**config.mk**
```make
export PLATFORM = sky130hd
export DESIGN_NAME = pipelined_adder
export DESIGN_NICKNAME = d
export VERILOG_FILES = /design/src/rtl/pipelined_adder.sv
export SDC_FILE = /design/constraint.sdc
export NUM_CORES = 1
export LEC_CHECK = 0
export BUFFER_PORTS_ARGS = -buffer_cell sky130_fd_sc_hd__clkbuf_2
export CORE_MARGIN = 2
export CORE_UTILIZATION = 63
export DETAILED_ROUTE_END_ITERATION = 8
export GPL_ROUTABILITY_DRIVEN = 0
export PLACE_DENSITY = 0.86
export SLEW_MARGIN = 40
export SYNTH_ARGS = -nofsm -noshare
export SYNTH_HDL_FRONTEND = slang
export SYNTH_SLANG_ARGS = --single-unit
```
**constraint.sdc**
```tcl
create_clock -name clk -period 3.1 [get_ports clk]
set_input_delay 0.62 -clock clk [delete_from_list [all_inputs] [get_ports clk]]
set_output_delay 0.62 -clock clk [all_outputs]
set_load 0.02 [all_outputs]
```
**src/rtl/pipelined_adder.sv**
```systemverilog
// -----------------------------------------------------------------------------
// pipelined_adder
//   Chunked ripple-carry adder/subtractor split over STAGES pipeline stages.
//   A beat is captured into rank 0 (operands, b already inverted for subtract,
//   carry-in already resolved). Stage k (1..STAGES) adds one CHUNK of the
//   operands with the carry registered by the previous rank, so a result is
//   presented exactly STAGES cycles after acceptance. The whole pipeline
//   advances together whenever in_ready is high (global stall).
//
// Ports
//   clk        : sole clock, rising edge
//   rst        : synchronous active-high reset, clears every register
//   in_valid   : operand beat present
//   in_ready   : beat accepted this cycle when in_valid is also high
//   a, b       : operands, WIDTH bits
//   cin        : carry-in for add mode (ignored when sub=1)
//   sub        : 0 = a + b + cin, 1 = a - b
//   out_valid  : result beat present
//   out_ready  : downstream consumes the result
//   sum, cout  : result; in subtract mode cout=1 means no borrow (a >= b)
// -----------------------------------------------------------------------------
module pipelined_adder #(
   parameter int WIDTH  = 16,
   parameter int STAGES = 4
) (
   input  logic             clk,
   input  logic             rst,
   input  logic             in_valid,
   output logic             in_ready,
   input  logic [WIDTH-1:0] a,
   input  logic [WIDTH-1:0] b,
   input  logic             cin,
   input  logic             sub,
   output logic             out_valid,
   input  logic             out_ready,
   output logic [WIDTH-1:0] sum,
   output logic             cout
);

   localparam int CHUNK = WIDTH / STAGES;

   // Rank 0 is the capture register; rank k (k>=1) holds the state after
   // chunk k-1 has been summed. Rank STAGES drives the outputs.
   logic [STAGES:0]            valid_q, valid_d;
   logic [STAGES:0]            carry_q, carry_d;
   // acc rotates right by CHUNK per stage: the not-yet-summed a chunks sit at
   // the bottom, finished sum chunks enter at the top. After STAGES rotations
   // it holds the complete sum in natural bit order.
   logic [STAGES:0][WIDTH-1:0] acc_q, acc_d;

   logic                        advance_s;
   logic [STAGES-1:0][CHUNK-1:0] bchunk_s;
   logic [STAGES:1][CHUNK:0]    part_s;

   assign in_ready  = ~valid_q[STAGES] | out_ready;
   assign advance_s = in_ready;

   assign out_valid = valid_q[STAGES];
   assign sum       = acc_q[STAGES];
   assign cout      = carry_q[STAGES];

   // The b operand only needs its remaining (unsummed) chunks, so each rank
   // keeps a progressively narrower copy; the low chunk is the one consumed
   // by the next stage.
   for (genvar k = 0; k < STAGES; k++) begin : g_b
      localparam int BW = WIDTH - k * CHUNK;
      logic [BW-1:0] b_q, b_d;

      if (k == 0) begin : g_first
         // Capture b, inverting it here so sub need not be held afterwards.
         always_comb begin
            if (advance_s) begin
               b_d = sub ? ~b : b;
            end else begin
               b_d = b_q;
            end
         end
      end else begin : g_next
         // Drop the chunk the previous stage consumed and pass the rest on.
         always_comb begin
            if (advance_s) begin
               b_d = g_b[k-1].b_q[WIDTH-(k-1)*CHUNK-1:CHUNK];
            end else begin
               b_d = b_q;
            end
         end
      end

      // b operand rank register.
      always_ff @(posedge clk) begin
         if (rst) begin
            b_q <= '0;
         end else begin
            b_q <= b_d;
         end
      end

      assign bchunk_s[k] = b_q[CHUNK-1:0];
   end

   // Next-state for valid, carry and accumulator ranks; all hold on a stall.
   always_comb begin
      part_s = '0;
      if (advance_s) begin
         valid_d[0] = in_valid;
         acc_d[0]   = a;
         carry_d[0] = sub ? 1'b1 : cin;
         for (int k = 1; k <= STAGES; k++) begin
            part_s[k]  = {1'b0, acc_q[k-1][CHUNK-1:0]}
                       + {1'b0, bchunk_s[k-1]}
                       + {{CHUNK{1'b0}}, carry_q[k-1]};
            valid_d[k] = valid_q[k-1];
            carry_d[k] = part_s[k][CHUNK];
            acc_d[k]   = (acc_q[k-1] >> CHUNK)
                       | (WIDTH'(part_s[k][CHUNK-1:0]) << (WIDTH - CHUNK));
         end
      end else begin
         valid_d = valid_q;
         carry_d = carry_q;
         acc_d   = acc_q;
      end
   end

   // Pipeline registers with synchronous clear.
   always_ff @(posedge clk) begin
      if (rst) begin
         valid_q <= '0;
         carry_q <= '0;
         acc_q   <= '0;
      end else begin
         valid_q <= valid_d;
         carry_q <= carry_d;
         acc_q   <= acc_d;
      end
   end

endmodule

```
# After elaboration in Yosys (flattened, before gate mapping)
# Cells that the tools add are included.
# totals
inputBits,38
out_inout_bits,19
wordCells,28
reg_bits,130
# op_classes
addsub,8
n_mux,2
n_bitwise,7
# ops
op,n
$or A12 B16 Y16,4
$add A4 B4 Y5,4
$add A5 B1 Y5,4
$mux W16,1
$not A16 Y16,1
$mux W1,1
$not A1 Y1,1
$or A1 B1 Y1,1

# Longest topological paths before layout
# Gate-level depths: netlist (run 1).
# logic_depth
word_depth,3
mapped_depth,6
depth_no_buf,6

# Worst setup path after synthesis (run 1)
# Ideal clock, no wire load.
# synth_path
path_type,reg-to-reg
startpoint,register carry_q[3]
endpoint,register carry_q[4]
setup_slack_ps,1369
period_less_slack_ps,1731
n_path_buf,0
setup_ps,122
stages_incl_launch_ff,6
required_time_ps,2978
arrival_ps,1609
path_cell_list,dfxtp_1 > fa_1 > fa_1 > a21o_1 > a211oi_1 > nor3_1
# synth_between
elab_chain_len,1
# synth_lines
element,line,rtl
from (decl),45,"logic [STAGES:0] carry_q, carry_d;"
from (signal assigned),132,carry_q <= carry_d;
$add A5 B1 Y5,111,"+ {{CHUNK{1'b0}}, carry_q[k-1]};"
# No other way between the ends.
# A chain may end at the register's enable or synchronous reset.

# Worst setup path in the final report (run 1)
# layout_path
startpoint,register valid_q[4]
endpoint,output in_ready
# layout_between
elab_chain_len,2
# layout_lines
element,line,rtl
from (decl),44,"logic [STAGES:0] valid_q, valid_d;"
from (signal assigned),131,valid_q <= valid_d;
$not A1 Y1,55,assign in_ready = ~valid_q[STAGES] | out_ready;
$or A1 B1 Y1,55,
to (decl),29,"output logic in_ready,"
# No other way between the ends.

==> results.ini, run 1 <==
[yosys]
synth_area_um2 = 5415
syn_inst = 634
yosys_warnings = 0
synth_nets = 692
synth-seq-cells = 130
postSynthAreaPerCell_um2 = 8.541
ys_seq_area_share_pct = 48.06
synth.distinct_cells = 26

[layout]
diodes = 0
final_cell_mix = nand2_1 (199), dfxtp_1 (130), a21oi_1 (103)
final_net_count = 711
area_growth_pct = 12.75
layout-drive-gt1-share_pct = 16.24
fillers = 569
post-route-cell-area_um2 = 6106
final_common_cell = nand2_1

[power]
vdd_drop_max_mv = 0.5365
p_leak_nw = 2.470
power-per-cell-area_nw_per_um2 = 670.3

[floorplan]
core_um2 = 8258
placementRows = 33
dieArea_um2 = 9353
io_pins = 57
start_util_pct = 65.58
die_h_um = 96.71
die_x_um = 96.71

[grt]
overflow = 0
grt_pass1_wl_mm = 18.95
grt_pass1_vias = 4172
antenna_found_initial = 0
grt_max_degree = 143
grt_use_total_pct = 25.02

[worst_hold_path]
hp-class = primary input to register

[timing]
fin_crit_sh_pct = 63.15
slew_headroom_pct = 47.59
finClkSkew_ps = 4.329
rsz0062_at_grt = no
fmax_mhz = 510.8
setup_tns_ps = 0
setup_slack_ps = 1142
drv_slew = 0
tightest_slew_ps = 786.2
min_period_ps = 1958
hold_viol_final = 0
finalSetupViolations = 0
whs_ps = 316.7

[critical_path]
ff2ff_path_depth = 5
regToRegEndpoint = carry_q[4]
arrival_ps = 1340
startpoint = valid_q[4]
reg2reg_from = carry_q[3]
cp_max_fo = 3
critPathCapture = in_ready
startpoint_type = register
crit_type = register to primary output
end_kind = primary output
cp.required_ps = 2480
regToRegSetupSlack_ps = 1180

[cts]
cts_hold_buf = 0
cts_resized = 0
cts-root-buf = clkbuf_8
clock_path_buffers = 2
cts_buffers = 17
clock-sinks = 130
cts_max_level = 4
cts.clk_slew.worst_paths_ps = 60
cts_tree = yes
post_cts_buffers = 0
worstSkewPairLatency_ps = 530

[status]
outcome = completed

[drt]
drt_iter0_drc = 366
drcViolationCount = 0
wl_per_cell_um = 14.80
ant_nets = 0
drt-total-wl_mm = 11.39
routed_via_density = 5.569
vias = 4288
drt-pass1-iter-count = 7

[placed_design]
place_area_um2 = 5499
dpl_worst_slack_ps = 1218
hpwl_mm = 6.436
portBuffers = 56

[job]
drv_cap = 0

==> report_power, final <==
| group | total (mW) | switching, mW | internal (mW) |
|---|---|---|---|
| logic | 0.255 | 0.144 | 0.112 |
| registers | 1.81 | 0.0495 | 1.76 |
| clock network | 2.03 | 0.693 | 1.34 |
==> worst max-delay path: stages (launching register included) <==
cell and delay [ps]:
dfxtp_1 390, nor2b_4 220, inv_4 50, clkbuf_2 150
==> metal layers <==
layer / wire (um) / up-vias / track usage [%]
met1: 4680 / 2022 / 29.98
met3: 618 / 26 / 8.092
met2: 5809 / 130 / 41.83
met5: 0 / - / 0
li1: - / 2110 / -
met4: 286 / 0 / 9.751
==> stage by stage <==
step	utilization, %	instances	power (mW)
floorplan	-	634	2.018
global placement	66.55	739	2.069
detailed placement	66.59	739	2.083
CTS	73.94	770	4.104
global route	73.94	770	4.233
finish	73.94	770	4.093
==> final cells by class <==
cell class	count	area [um2]	share of cell area, %
flip-flops and latches	130	2603	42.62
multi-input cells	431	2381	39.00
inverters	12	47.55	0.7787
clock inverters	10	157.7	2.582
repair buffers	61	336.6	5.512
clock buffers	21	449.2	7.357
well taps	105	131.4	2.152
==> logic make-up after synthesis <==
family / Yosys count / synth area share [%]
simple gates: 247 / 18.18
compound gates: 144 / 16.82
flops: 130 / 48.06
buf+inv: 73 / 7.971
xor+xnor: 20 / 3.235
fa+ha+maj: 20 / 5.730
==> worst min-delay path by stage <==
stage | end | startpoint | cells past startpoint
2_1_floorplan | acc_q[0] | acc_q[0] | 2
3_3_place_gp | g_b[2].b_q[7] | g_b[2].b_q[7] | 2
3_5_place_dp | acc_q[22] | acc_q[22] | 2
4_1_cts | acc_q[13] | a[13] | 3
5_1_grt | acc_q[12] | a[12] | 3
6_report | acc_q[11] | a[11] | 3
==> registers in the layout, summed over array words and instances, names as in the netlist <==
signal   cells
acc_q       64
carry_q      5
g_b.b_q     40
sum         16
valid_q      5
==> cell usage after synthesis <==
cell | count | area share (%)
inv_2 | 1 | 0.069
buf_6 | 4 | 0.83
nand2_1 | 199 | 14
a2111o_1 | 4 | 0.83
a211oi_2 | 16 | 3.7
dfxtp_1 | 130 | 48
or3_1 | 3 | 0.35
o21ai_0 | 3 | 0.28
fa_1 | 8 | 3.0
xnor2_1 | 18 | 2.9
nor2_1 | 30 | 2.1
nand3b_1 | 6 | 0.83
buf_4 | 25 | 3.5
nand2b_1 | 3 | 0.35
o211ai_1 | 4 | 0.55
a211oi_1 | 10 | 1.4
a21o_1 | 4 | 0.55
nor2b_4 | 1 | 0.25
ha_1 | 12 | 2.8
inv_1 | 11 | 0.76
nor3_1 | 2 | 0.18
buf_2 | 27 | 2.5
xor2_1 | 2 | 0.32
nor2b_1 | 3 | 0.35
a21oi_1 | 103 | 9.5
clkbuf_1 | 5 | 0.35
No activity file was read; power rests on OpenSTA's default activity.
==> run 2, diff against run 1 <==
- ABC_AREA: default -> 1
- CORE_UTILIZATION: 63 -> 52
- PLACE_DENSITY: 0.86 -> 0.76
- clock period: 3.1 -> 1.69 ns (I/O delays scaled with it)
==> results.ini, run 2 <==
[status]
outcome = completed

[power]
vdd_drop_max_mv = 0.6685
power_frac_clock_pct = 50.1
power-per-cell-area_nw_per_um2 = 1261
sw_frac_of_total_pct = 22.32
p_comb_share_pct = 7.4
switching_power_mw = 1.763
seqPwrFrac_pct = 42.5
p_leak_nw = 2.699
p_int_mw = 6.135

[critical_path]
reg2reg_from = carry_q[0]
critPathBufInv = 2
startpoint_type = register
crit_type = register to primary output
slowest_delay_ps = 330
path_cells = nand2_4 > buf_12 > clkbuf_4
worst_path_max_delay_cell = dfxtp_2
startpoint = valid_q[4]
end_kind = primary output
cp_max_fo = 15
arrival_ps = 1300
cp.required_ps = 1350
cp_top_family = flip-flops

[worst_hold_path]
hold_start = in_valid
hp-class = primary input to register

[timing]
drv_slew = 0
min_period_ps = 1635
finalSetupViolations = 0
finClkSkew_ps = 7.696
slew_headroom_pct = 70.15
tightest_slew_ps = 447.7
hold_viol_final = 0
fmax_mhz = 611.7
fin_crit_sh_pct = 96.73
whs_ps = 43.05

[drt]
ant_nets = 0
vias = 4289
routed_via_density = 5.124
drt_iter0_drc = 243
drt-pass1-iter-count = 5
drcViolationCount = 0
drt-total-wl_mm = 11.26
wl_per_cell_um = 13.45

[yosys]
synth.distinct_cells = 23
yosys-top-cells-count = nor2_1 (186), dfxtp_1 (130), o21ai_0 (130)
yosys_warnings = 0
syn_inst = 658
async_flop_share_pct = 0
synth_nets = 716
yosys.area.top_type = dfxtp_1
synth_area_leaders = dfxtp_1 (49%), nor2_1 (13%), o21ai_0 (12%), a21oi_1 (3.1%), fa_1 (3.0%)
synth-seq-cells = 130
yosys.cell_count.top_type = nor2_1
postSynthAreaPerCell_um2 = 8.108
ys_seq_area_share_pct = 48.78
synth-main-ff-cell = dfxtp_1
synth_area_um2 = 5335
synth_enable_flop_cells = 0
yosysTopAreaCellShare_pct = 48.78

[grt]
overflow = 0
grt_use_total_pct = 21.36
grt_util_met2_pct = 34.98
grt_pass1_wl_mm = 19.18
grt_pass1_vias = 4170
grt_max_degree = 129
use_met1_pct = 27.45
grt.busiest_layer = met2
use_met3_pct = 5.009
antenna_found_initial = 0

[layout]
layout.area.seq_um2 = 2604
final_net_count = 749
top_register = acc_q
final_common_cell = nor2_1
layout-drive-gt1-share_pct = 16.76
largest_register_ffs = 64
area_growth_pct = 17.38
post-route-cell-area_um2 = 6262
final_cell_mix = nor2_1 (186), o21ai_0 (130), dfxtp_1 (129)
multi_input_area_um2 = 2220
diodes = 0
fillers = 801

[placed_design]
portBuffers = 56
place_area_um2 = 5527
hpwl_mm = 6.538

[job]
drv_cap = 0

[floorplan]
io_pins = 57
dieArea_um2 = 11090
die_x_um = 105.3
placementRows = 36
die_h_um = 105.3
core_um2 = 9864
start_util_pct = 54.08

[cts]
cts_buffers = 17
cts_max_level = 4
clock-sinks = 130
cts_tree = yes
post_cts_buffers = 0
clock_path_buffers = 2
worstSkewPairLatency_ps = 520
cts.clk_slew.worst_paths_ps = 60
cts-root-buf = clkbuf_8

==> run 2: power by group through the flow <==
stage | logic (mW) | clock network (mW) | registers (mW)
5_1_grt | 0.670 | 4.15 | 3.38
2_1_floorplan | 0.448 | 0 | 3.38
4_1_cts | 0.581 | 4.00 | 3.36
6_report | 0.584 | 3.95 | 3.36
3_3_place_gp | 0.543 | 0 | 3.41
3_5_place_dp | 0.558 | 0 | 3.42
==> run 2: through the flow <==
| step | total power [mW] | utilization (%) | setup WS (ps) | TNS, ps | instances |
|---|---|---|---|---|---|
| final | 7.898 | 63.48 | 55.22 | 0 | 837 |
| after global routing | 8.200 | 63.48 | -17.04 | -17.04 | 837 |
| after CTS | 7.939 | 63.39 | 13.75 | 0 | 837 |
| after detailed placement | 3.975 | 56.02 | 45.13 | 0 | 802 |
| after global placement | 3.955 | 56.02 | 76.15 | 0 | 802 |
| after floorplan | 3.831 | - | 125.1 | 0 | 658 |
==> run 2: final cells by class <==
cell class / count / area share (%)
Clock buffer: 20 / 7.113
Multi-Input combinational cell: 437 / 35.44
Sequential cell: 130 / 41.58
Inverter: 32 / 1.958
Clock inverter: 12 / 3.257
Tap cell: 133 / 2.657
Timing Repair Buffer: 73 / 7.992
==> run 2: per-layer routing <==
metal	vias to the layer above	share of wire [%]	wire [um]
met5	-	0	0
met4	0	1.4	155
met3	16	5.4	609
met2	133	48	5374
met1	1960	45	5118
li1	2180	-	-
==> run 2: repair_timing <==
| item | in CTS | in global routing |
|---|---|---|
| endpoints found under the hold margin | 1 | 0 |
| gates cloned | 2 | 0 |
| gates resized for setup | 1 | 4 |
| endpoints found under the setup margin | 1 | 4 |
| hold buffers | 1 | 0 |
==> run 2: worst paths after layout <==
| kind | end | slack (ps) | depth (start not counted) |
|---|---|---|---|
| worst min-delay path | valid_q[0] | 40 | 3 |
| worst max-delay path | in_ready | 60 | 3 |
| worst max register to register | carry_q[1] | 60 | 6 |
| worst min register to register | carry_q[0] | 470 | 2 |
==> run 2: cells by family after synthesis <==
| family | after synthesis | synth area share, % |
|---|---|---|
| XOR/XNOR | 15 | 2.463 |
| AO/OA/AOI/OAI | 171 | 16.16 |
| adder cells (fa/ha/maj) | 20 | 5.816 |
| buffers and inverters | 91 | 9.756 |
| AND/OR/NAND/NOR | 231 | 17.03 |
| flip-flops | 130 | 48.78 |
==> run 2: worst reg2reg max path, delay by kind of cell, from the launching register on <==
| kind | cells | cell delay (ps) |
|---|---|---|
| simple gates | 1 | 120 |
| fa+ha+maj | 2 | 850 |
| compound gates | 2 | 200 |
| buf+inv | 1 | 60 |
| flops | 1 | 330 |
==> run 3, diff against run 2 <==
- ABC_AREA: 1 -> default
- CORE_UTILIZATION: 52 -> 53
- PLACE_DENSITY: 0.76 -> 0.77
==> results.ini, run 3 (same netlist as run 1, synthesis figures left out) <==
[status]
outcome = completed

[timing]
drv_slew = 0
finClkSkew_ps = 10.16
min_period_ps = 1666
finalSetupViolations = 0
fmax_mhz = 600.3
rsz0062_at_grt = yes
slew_headroom_pct = 66.69
fin_crit_sh_pct = 98.57
hold_viol_final = 0
tightest_slew_ps = 499.7

[cts]
clock-sinks = 130
cts.clk_slew.worst_paths_ps = 50
cts_buffers = 17
cts_tree = yes
worstSkewPairLatency_ps = 520
cts-root-buf = clkbuf_8
clock_path_buffers = 2
cts_max_level = 4

[layout]
fillers = 831
fin_util_pct = 63.43
largest_register_ffs = 64
layout-drive-gt1-share_pct = 18.87
diodes = 0
layout.area.seq_um2 = 2609
area_growth_pct = 15.55
multi_input_area_um2 = 2401
final_common_cell = nand2_1
top_register = acc_q
final_cell_mix = nand2_1 (199), dfxtp_1 (125), a21oi_1 (103)
post-route-cell-area_um2 = 6257
final_net_count = 721

[critical_path]
arrival_ps = 2060
worst_path_max_delay_cell = fa_2
path_cells = fa_2 > fa_2 > a21o_1 > a211oi_2 > nor3_1
end_kind = register
crit_type = register to register
startpoint_type = register
crit_top_cell = fa_2
cp.required_ps = 2080
slowest_delay_ps = 410
cp_max_fo = 2

[grt]
overflow = 0
grt_max_degree = 65
grt_pass1_vias = 3913
grt_pass1_wl_mm = 17.93
antenna_found_initial = 0
grt_use_total_pct = 20.13

[placed_design]
hpwl_mm = 6.687
portBuffers = 56
place_area_um2 = 5613

[drt]
routed_via_density = 5.105
drt-total-wl_mm = 10.60
ant_nets = 0
drcViolationCount = 0
wl_per_cell_um = 13.15
drt_iter0_drc = 259
vias = 4115
drt-pass1-iter-count = 4

[job]
drv_cap = 0

[floorplan]
io_pins = 57
core_um2 = 9864
die_x_um = 105.1
start_util_pct = 54.90
die_h_um = 105.1
placementRows = 36
dieArea_um2 = 11040

[worst_hold_path]
hp-class = primary input to register

[power]
vdd_drop_max_mv = 0.6809
p_leak_nw = 2.516
power-per-cell-area_nw_per_um2 = 1153

## run 3: cell count changes in the layout (fill, tap and decap cells not counted), moves of 5 or more
| cell | change |
|---|---|
| a21oi_1 | +70 |
| nand3_1 | -6 |
| nor2_1 | -156 |
| o21ai_0 | -127 |
| nand2_1 | +170 |
| xnor2_1 | +6 |
| a211oi_1 | +9 |
| a211oi_2 | +17 |
| or2_2 | -6 |
| inv_1 | -17 |
| a31oi_1 | -5 |
## run 3: per-stage QoR
step / TNS (ps) / power (mW) / cells / setup slack, ps / hold slack (ps)
after global placement: -26.42 / 3.810 / 771 / -26.42 / 438.8
after global routing: -12.89 / 7.502 / 806 / -11.60 / 42.14
after CTS: -8.315 / 7.263 / 801 / -8.315 / 31.64
after detailed placement: -91.58 / 3.828 / 771 / -66.38 / 444.1
final: 0 / 7.218 / 806 / 24.19 / 44.22
after floorplan: 0 / 3.702 / 634 / 6.841 / 431.9
## run 3: per-layer routing
layer / GRT usage (%) / part of all wire [%]
met4: 8.762 / 2.3
met5: 0 / 0
met3: 5.614 / 3.7
met1: 24.90 / 45
met2: 32.79 / 49
## run 3: what timing repair did
action	in CTS	in global routing
setup endpoints to repair	5	5
hold buffers	0	0
gates resized for setup	6	11
cloned	0	1
hold endpoints to repair	0	0
pin swaps	1	7
setup buffers	1	4
## run 3: worst paths after layout
check             slack (ps)  startpoint  cells past startpoint          to
setup / recovery          20  carry_q[3]                      5  carry_q[4]
hold / removal            40       a[11]                      3   acc_q[11]
setup reg to reg          20  carry_q[3]                      5  carry_q[4]
hold reg to reg          450   acc_q[14]                      2   acc_q[14]
## run 3: critical path, delay by kind of cell, from the launching register on
family	cells	cell delay (ps)
flops	1	330
simple gates	1	70
fa+ha+maj	2	780
compound gates	2	350
## run 3: report_power, final
| group | switching, mW | leakage [nW] | total (mW) | internal (mW) |
|---|---|---|---|---|
| clock | 1.22 | 0.273 | 3.44 | 2.22 |
| combinational | 0.255 | 1.17 | 0.468 | 0.213 |
| sequential | 0.0866 | 1.07 | 3.31 | 3.22 |
## run 3: layout make-up
class / count / area share (%)
clock inverters: 5 / 1.240
well taps: 133 / 2.659
clock buffers: 24 / 7.678
repair buffers: 70 / 7.299
inverters: 12 / 0.9198
flip-flops and latches: 130 / 41.69
repair inverters: 1 / 0.1400
multi-input cells: 431 / 38.37
